## src/rtl/rom_pkg.sv

```systemverilog
`default_nettype none
// ============================================================================
//  Module      : rom_pkg
//  Description : Shared types and constants for the ROM port arbiter:
//                FSM state encoding, SDRAM address width, default client
//                bases and the round-robin grant helper.
//  Revision    : 1.0 - initial release
// ============================================================================
package rom_pkg;

    // Arbiter FSM states, fixed 2-bit encoding
    typedef enum logic [1:0] {
        ST_IDLE  = 2'd0,
        ST_ISSUE = 2'd1,
        ST_WAIT  = 2'd2,
        ST_DONE  = 2'd3
    } arb_state_t;

    // SDRAM word-address width
    localparam int SDR_AW = 25;

    // Default SDRAM word-address bases of the two clients
    localparam logic [SDR_AW-1:0] P0_BASE_DEFAULT = 25'h0000000;
    localparam logic [SDR_AW-1:0] P1_BASE_DEFAULT = 25'h0040000;

    // Grant decision: returns 1 to grant client 1, 0 to grant client 0.
    // On a tie the client that was not granted last wins.
    function automatic logic rr_pick(input logic elig0,
                                     input logic elig1,
                                     input logic last_gnt);
        logic pick1;
        if (elig0 && elig1) begin
            pick1 = ~last_gnt;
        end else begin
            pick1 = elig1;
        end
        return pick1;
    endfunction

endpackage
`default_nettype wire

```

## src/rtl/rom_port_arb.sv

```systemverilog
`default_nettype none
// ============================================================================
//  Module      : rom_port_arb
//  Description : Round-robin arbiter giving the 68k program-ROM cache miss
//                port (client 0, 16-bit words) and the Z80 sound-ROM fetch
//                port (client 1, bytes) single-word reads on one SDRAM read
//                channel. Requests and valids are level-held handshakes.
//  Revision    : 1.0 - initial release
// ============================================================================
module rom_port_arb
    import rom_pkg::*;
#(
    parameter logic [SDR_AW-1:0] P0_BASE = P0_BASE_DEFAULT,
    parameter logic [SDR_AW-1:0] P1_BASE = P1_BASE_DEFAULT
) (
    input  logic              clk,
    input  logic              reset_n,

    input  logic              p0_req,
    input  logic [16:0]       p0_addr,
    output logic [15:0]       p0_data,
    output logic              p0_valid,

    input  logic              p1_req,
    input  logic [15:0]       p1_addr,
    output logic [7:0]        p1_data,
    output logic              p1_valid,

    output logic              sdr_req,
    output logic [SDR_AW-1:0] sdr_addr,
    input  logic              sdr_rdy,
    input  logic [15:0]       sdr_dout
);

    arb_state_t        state_q;
    logic              gnt_q;        // client owning the current read
    logic              last_gnt_q;   // client that completed the previous read
    logic              byte_sel_q;   // client 1 byte lane: 1 = low byte
    logic              drop_q;       // owner withdrew its request mid-read
    logic              served0_q;
    logic              served1_q;
    logic [15:0]       p0_data_q;
    logic              p0_valid_q;
    logic [7:0]        p1_data_q;
    logic              p1_valid_q;
    logic              sdr_req_q;
    logic [SDR_AW-1:0] sdr_addr_q;

    logic              w_elig0;
    logic              w_elig1;
    logic              w_pick1;
    logic              w_gnt_req;

    // A client may be granted only once per request; it must drop req first
    assign w_elig0   = p0_req & ~served0_q;
    assign w_elig1   = p1_req & ~served1_q;
    assign w_pick1   = rr_pick(w_elig0, w_elig1, last_gnt_q);
    assign w_gnt_req = gnt_q ? p1_req : p0_req;

    assign p0_data   = p0_data_q;
    assign p0_valid  = p0_valid_q;
    assign p1_data   = p1_data_q;
    assign p1_valid  = p1_valid_q;
    assign sdr_req   = sdr_req_q;
    assign sdr_addr  = sdr_addr_q;

    // Arbiter FSM together with all registered outputs and handshake flags
    always_ff @(posedge clk or negedge reset_n) begin
        if (!reset_n) begin
            state_q    <= ST_IDLE;
            gnt_q      <= 1'b0;
            last_gnt_q <= 1'b1;
            byte_sel_q <= 1'b0;
            drop_q     <= 1'b0;
            served0_q  <= 1'b0;
            served1_q  <= 1'b0;
            p0_data_q  <= '0;
            p0_valid_q <= 1'b0;
            p1_data_q  <= '0;
            p1_valid_q <= 1'b0;
            sdr_req_q  <= 1'b0;
            sdr_addr_q <= '0;
        end else begin
            // Handshake completes once the owner is seen with req low;
            // data registers keep their last value.
            if (!p0_req) begin
                p0_valid_q <= 1'b0;
                served0_q  <= 1'b0;
            end
            if (!p1_req) begin
                p1_valid_q <= 1'b0;
                served1_q  <= 1'b0;
            end

            case (state_q)
                ST_IDLE: begin
                    if (w_elig0 || w_elig1) begin
                        gnt_q      <= w_pick1;
                        drop_q     <= 1'b0;
                        byte_sel_q <= p1_addr[0];
                        // sdr_req is registered here so it is already high
                        // while the FSM sits in ISSUE.
                        sdr_req_q  <= 1'b1;
                        if (w_pick1) begin
                            sdr_addr_q <= P1_BASE + {{(SDR_AW-15){1'b0}}, p1_addr[15:1]};
                        end else begin
                            sdr_addr_q <= P0_BASE + {{(SDR_AW-17){1'b0}}, p0_addr};
                        end
                        state_q    <= ST_ISSUE;
                    end
                end

                ST_ISSUE: begin
                    if (!w_gnt_req) begin
                        drop_q <= 1'b1;
                    end
                    state_q <= ST_WAIT;
                end

                ST_WAIT: begin
                    if (sdr_rdy) begin
                        sdr_req_q  <= 1'b0;
                        last_gnt_q <= gnt_q;
                        state_q    <= ST_DONE;
                        // A withdrawn request still finishes on the SDRAM
                        // side, but its data is thrown away.
                        if (w_gnt_req && !drop_q) begin
                            if (gnt_q) begin
                                p1_data_q  <= byte_sel_q ? sdr_dout[7:0] : sdr_dout[15:8];
                                p1_valid_q <= 1'b1;
                                served1_q  <= 1'b1;
                            end else begin
                                p0_data_q  <= sdr_dout;
                                p0_valid_q <= 1'b1;
                                served0_q  <= 1'b1;
                            end
                        end
                    end else if (!w_gnt_req) begin
                        drop_q <= 1'b1;
                    end
                end

                ST_DONE: begin
                    state_q <= ST_IDLE;
                end

                default: begin
                    state_q <= ST_IDLE;
                end
            endcase
        end
    end

endmodule
`default_nettype wire

```

## config.mk

```make
export PLATFORM = sky130hd
export DESIGN_NAME = rom_port_arb
export DESIGN_NICKNAME = d
export VERILOG_FILES = /design/src/rtl/rom_pkg.sv /design/src/rtl/rom_port_arb.sv
export SDC_FILE = /design/constraint.sdc
export NUM_CORES = 1
export LEC_CHECK = 0
export CORE_MARGIN = 3
export CORE_UTILIZATION = 31
export CTS_BUF_LIST = sky130_fd_sc_hd__clkbuf_2
export DETAILED_ROUTE_END_ITERATION = 10
export PLACE_DENSITY = 0.65
export SLEW_MARGIN = 25
export SYNTH_ARGS = -nofsm -noshare
export SYNTH_HDL_FRONTEND = slang
export SYNTH_SLANG_ARGS = --single-unit
```

## constraint.sdc

```tcl
create_clock -name clk -period 2.1 [get_ports clk]
set_input_delay 0.525 -clock clk [delete_from_list [all_inputs] [get_ports clk]]
set_output_delay 0.525 -clock clk [all_outputs]
set_load 0.1 [all_outputs]
```

==> run_summary.xml <==
<?xml version="1.0" encoding="UTF-8"?>
<metrics>
  <group name="outcome">
    <metric name="outcome" unit="">complete, no violations</metric>
  </group>
  <group name="critical_path">
    <metric name="start_kind" unit="">flip-flop</metric>
    <metric name="crit_slowest_cell" unit="">sky130_fd_sc_hd__dfrtp_1</metric>
    <metric name="worstSetupPathType" unit="">flip-flop to flip-flop</metric>
    <metric name="worstPathCellList" unit="">inv_1 &gt; ha_1 &gt; nand2_2 &gt; nor4b_4 &gt; buf_12 &gt; mux2_2</metric>
    <metric name="r2r_setup_slack" unit="ns">0.19</metric>
    <metric name="timing.critical_path.fanout_max" unit="">18</metric>
    <metric name="cp_num_buf_inv" unit="">2</metric>
    <metric name="path_delay_family" unit="">flip-flops</metric>
    <metric name="cp-end-kind" unit="">flip-flop</metric>
    <metric name="slowest_delay" unit="ns">0.46</metric>
    <metric name="worst-endpoint-required" unit="ns">2.43</metric>
    <metric name="worstPathArrival" unit="ns">2.24</metric>
  </group>
  <group name="die">
    <metric name="die-height" unit="um">98.8</metric>
    <metric name="die_width" unit="um">98.8</metric>
    <metric name="start_util" unit="">0.322</metric>
    <metric name="io_pins" unit="">106</metric>
    <metric name="die_area" unit="mm2">0.00976</metric>
    <metric name="fp.coreArea" unit="mm2">0.00830</metric>
    <metric name="rows" unit="">33</metric>
  </group>
  <group name="global_routing">
    <metric name="number_of_global_route_vias_before_repair" unit="">2256</metric>
    <metric name="wire_length_of_the_first_global_routing_pass" unit="mm">10.9</metric>
    <metric name="grt_max_degree" unit="">35</metric>
    <metric name="antenna_violations_before_repair" unit="">0</metric>
    <metric name="gr-total-overflow" unit="">0</metric>
    <metric name="global_route.usage.total" unit="">0.138</metric>
  </group>
  <group name="layout">
    <metric name="most_used_cells_in_the_layout_excluding_fill_and_tap_cells" unit="">sky130_fd_sc_hd__buf_4 (54), sky130_fd_sc_hd__clkdlybuf4s50_1 (52), sky130_fd_sc_hd__dfrtp_1 (51)</metric>
    <metric name="fillerInstances" unit="">783</metric>
    <metric name="finalNetCount" unit="">393</metric>
    <metric name="mostFrequentLayoutCell" unit="">sky130_fd_sc_hd__buf_4</metric>
    <metric name="n_antenna_cell" unit="">0</metric>
    <metric name="post_route_cells_drive_above_1_share" unit="">0.327</metric>
    <metric name="regArea" unit="mm2">0.00130</metric>
    <metric name="multi_input_comb_area" unit="mm2">0.00117</metric>
    <metric name="syn2layout_area_growth" unit="%">45.7</metric>
  </group>
  <group name="clocking">
    <metric name="number_of_clock_sinks" unit="">52</metric>
    <metric name="cts_root_buf" unit="">sky130_fd_sc_hd__clkbuf_2</metric>
    <metric name="cts.htree.levels" unit="">2</metric>
    <metric name="clock_pin_slew_of_the_registers_on_the_worst_case_setup_and_hold_paths" unit="ns">0.27</metric>
    <metric name="worst_skew_pair.late_latency" unit="ns">0.43</metric>
    <metric name="cts-root-to-sink-buffers" unit="">2</metric>
    <metric name="clock_tree_from_tritoncts" unit="">done</metric>
    <metric name="cts_made_buffers" unit="">5</metric>
    <metric name="cts_setup_buffers" unit="">0</metric>
    <metric name="cts_resized" unit="">0</metric>
  </group>
  <group name="logic_synthesis">
    <metric name="synth_sequential_area_ratio" unit="">0.488</metric>
    <metric name="yosysWarnings" unit="">0</metric>
    <metric name="post-synth-top-area-cell" unit="">sky130_fd_sc_hd__dfrtp_1</metric>
    <metric name="syn_avg_cell_area" unit="um2">11.5</metric>
    <metric name="synth_area" unit="mm2">0.00267</metric>
    <metric name="syn_inst" unit="">232</metric>
    <metric name="yosys_register_bits" unit="">52</metric>
    <metric name="synth_cell_types" unit="">30</metric>
    <metric name="synth.area.top_cells" unit="">sky130_fd_sc_hd__dfrtp_1 (48%), sky130_fd_sc_hd__mux2_2 (15%), sky130_fd_sc_hd__and3b_1 (5.2%)</metric>
    <metric name="synth_top_cell_area_share" unit="">0.478</metric>
  </group>
  <group name="timing">
    <metric name="rsz0062_at_grt" unit="">no</metric>
    <metric name="period_needed" unit="ns">1.91</metric>
    <metric name="period_share" unit="">0.907</metric>
    <metric name="finClkSkew" unit="ns">0.0304</metric>
    <metric name="worst_slack" unit="ns">0.194</metric>
    <metric name="setup_viol" unit="">0</metric>
    <metric name="timing.fmax" unit="GHz">0.525</metric>
    <metric name="hold_viol_final" unit="">0</metric>
    <metric name="slew_violations" unit="">0</metric>
  </group>
  <group name="hold_path">
    <metric name="holdCritPathClass" unit="">input pin to asynchronous set/reset pin</metric>
  </group>
  <group name="place">
    <metric name="dp_slack" unit="ns">-0.0128</metric>
    <metric name="routability_congestion_estimate_from_global_placement" unit="">0.736</metric>
    <metric name="final_hpwl_from_detailed_placement" unit="mm">5.05</metric>
    <metric name="portBuffers" unit="">98</metric>
  </group>
  <group name="detailed_routing">
    <metric name="drtAntennaViolNets" unit="">0</metric>
    <metric name="via_per_inst" unit="">4.87</metric>
    <metric name="detail_route.iter0.violations" unit="">54</metric>
    <metric name="drc" unit="">0</metric>
    <metric name="routed_wire_length" unit="mm">6.74</metric>
    <metric name="first_pass_iters" unit="">4</metric>
    <metric name="route.vias.total" unit="">2146</metric>
    <metric name="drt-wirelength-per-cell" unit="um">15.3</metric>
  </group>
  <group name="run">
    <metric name="drv.max_cap_violation_count" unit="">0</metric>
  </group>
</metrics>
## flip-flops by register name, indices dropped and copies added (netlist names)
signal	flops
served1_q	1
state_q	2
p1_data	8
p0_valid	1
drop_q	1
byte_sel_q	1
p0_data	16
p1_valid	1
sdr_req	1
sdr_addr	17
gnt_q	1
served0_q	1
last_gnt_q	1
## routing by layer
layer | wire, um | GRT usage
met1 | 3030 | 0.175
met2 | 2940 | 0.218
met3 | 668 | 0.0552
met4 | 92 | 0.0420
met5 | 0 | 0
## cell type report
cell class / instances / share of cell area
Clock buffer: 5 / 0.00643
Clock inverter: 3 / 0.0232
Inverter: 23 / 0.0222
Multi-Input combinational cell: 138 / 0.302
Sequential cell: 52 / 0.335
Tap cell: 105 / 0.0338
Timing Repair Buffer: 115 / 0.278
## synth_stat cells
master	number
sky130_fd_sc_hd__a21o_1	5
sky130_fd_sc_hd__a21oi_1	1
sky130_fd_sc_hd__a221oi_1	15
sky130_fd_sc_hd__a22oi_1	15
sky130_fd_sc_hd__a32oi_1	2
sky130_fd_sc_hd__and3b_1	16
sky130_fd_sc_hd__buf_2	2
sky130_fd_sc_hd__buf_4	8
sky130_fd_sc_hd__buf_6	1
sky130_fd_sc_hd__clkbuf_1	14
sky130_fd_sc_hd__clkinv_1	1
sky130_fd_sc_hd__conb_1	1
sky130_fd_sc_hd__dfrtp_1	51
sky130_fd_sc_hd__dfstp_2	1
sky130_fd_sc_hd__ha_1	4
sky130_fd_sc_hd__inv_1	22
sky130_fd_sc_hd__mux2_2	35
sky130_fd_sc_hd__mux2i_1	4
sky130_fd_sc_hd__nand2_1	2
sky130_fd_sc_hd__nand2_2	1
sky130_fd_sc_hd__nand2b_1	2
sky130_fd_sc_hd__nand3b_1	1
sky130_fd_sc_hd__nand4_1	1
sky130_fd_sc_hd__nor2b_1	2
sky130_fd_sc_hd__nor3_1	2
sky130_fd_sc_hd__nor3_4	1
sky130_fd_sc_hd__nor4b_4	1
sky130_fd_sc_hd__o21ai_0	19
sky130_fd_sc_hd__o31ai_1	1
sky130_fd_sc_hd__o32a_1	1
## stage by stage
| stage | cell area [um2] | hold slack (ns) | cells | TNS, ns | util |
|---|---|---|---|---|---|
| 3_3_place_gp | 3760 | 0.466 | 432 | -0.0890 | 0.454 |
| 2_1_floorplan | 2690 | 0.229 | 238 | 0 | - |
| 6_report | 3890 | 0.520 | 441 | 0 | 0.469 |
| 3_5_place_dp | 3760 | 0.485 | 432 | -0.0725 | 0.454 |
| 5_1_grt | 3890 | 0.492 | 441 | 0 | 0.469 |
| 4_1_cts | 3890 | 0.493 | 441 | 0 | 0.469 |
## kinds of logic after synthesis
group,share of synthesized area
AO/OA/AOI/OAI,0.156
flip-flops,0.488
buffers and inverters,0.0825
multiplexers,0.163
AND/OR/NAND/NOR,0.0909
adder cells (fa/ha/maj),0.0187
other,0.00140
## worst paths after layout
check,end,cells after the start,from
max in group asynchronous,drop_q$_DFFE_PN0P_,3,reset_n
worst min register to register,p1_valid$_DFF_PN0_,1,p1_valid$_DFF_PN0_
worst max register to register,p0_data[9]$_DFFE_PN0P_,6,state_q[0]$_DFFE_PN0P_
min in group clk,p1_valid$_DFF_PN0_,1,p1_valid$_DFF_PN0_
worst max-delay path,p0_data[9]$_DFFE_PN0P_,6,state_q[0]$_DFFE_PN0P_
worst min-delay path,p1_data[5]$_DFFE_PN0P_,2,reset_n
## timing repair
action	CTS	global route
setup endpoints to repair	0	0
hold buffers	1	0
hold endpoints to repair	15	0
Power is left out: the tool's default activity adds up to more than one toggle a clock period on the data nets, which glitch-free logic cannot reach.
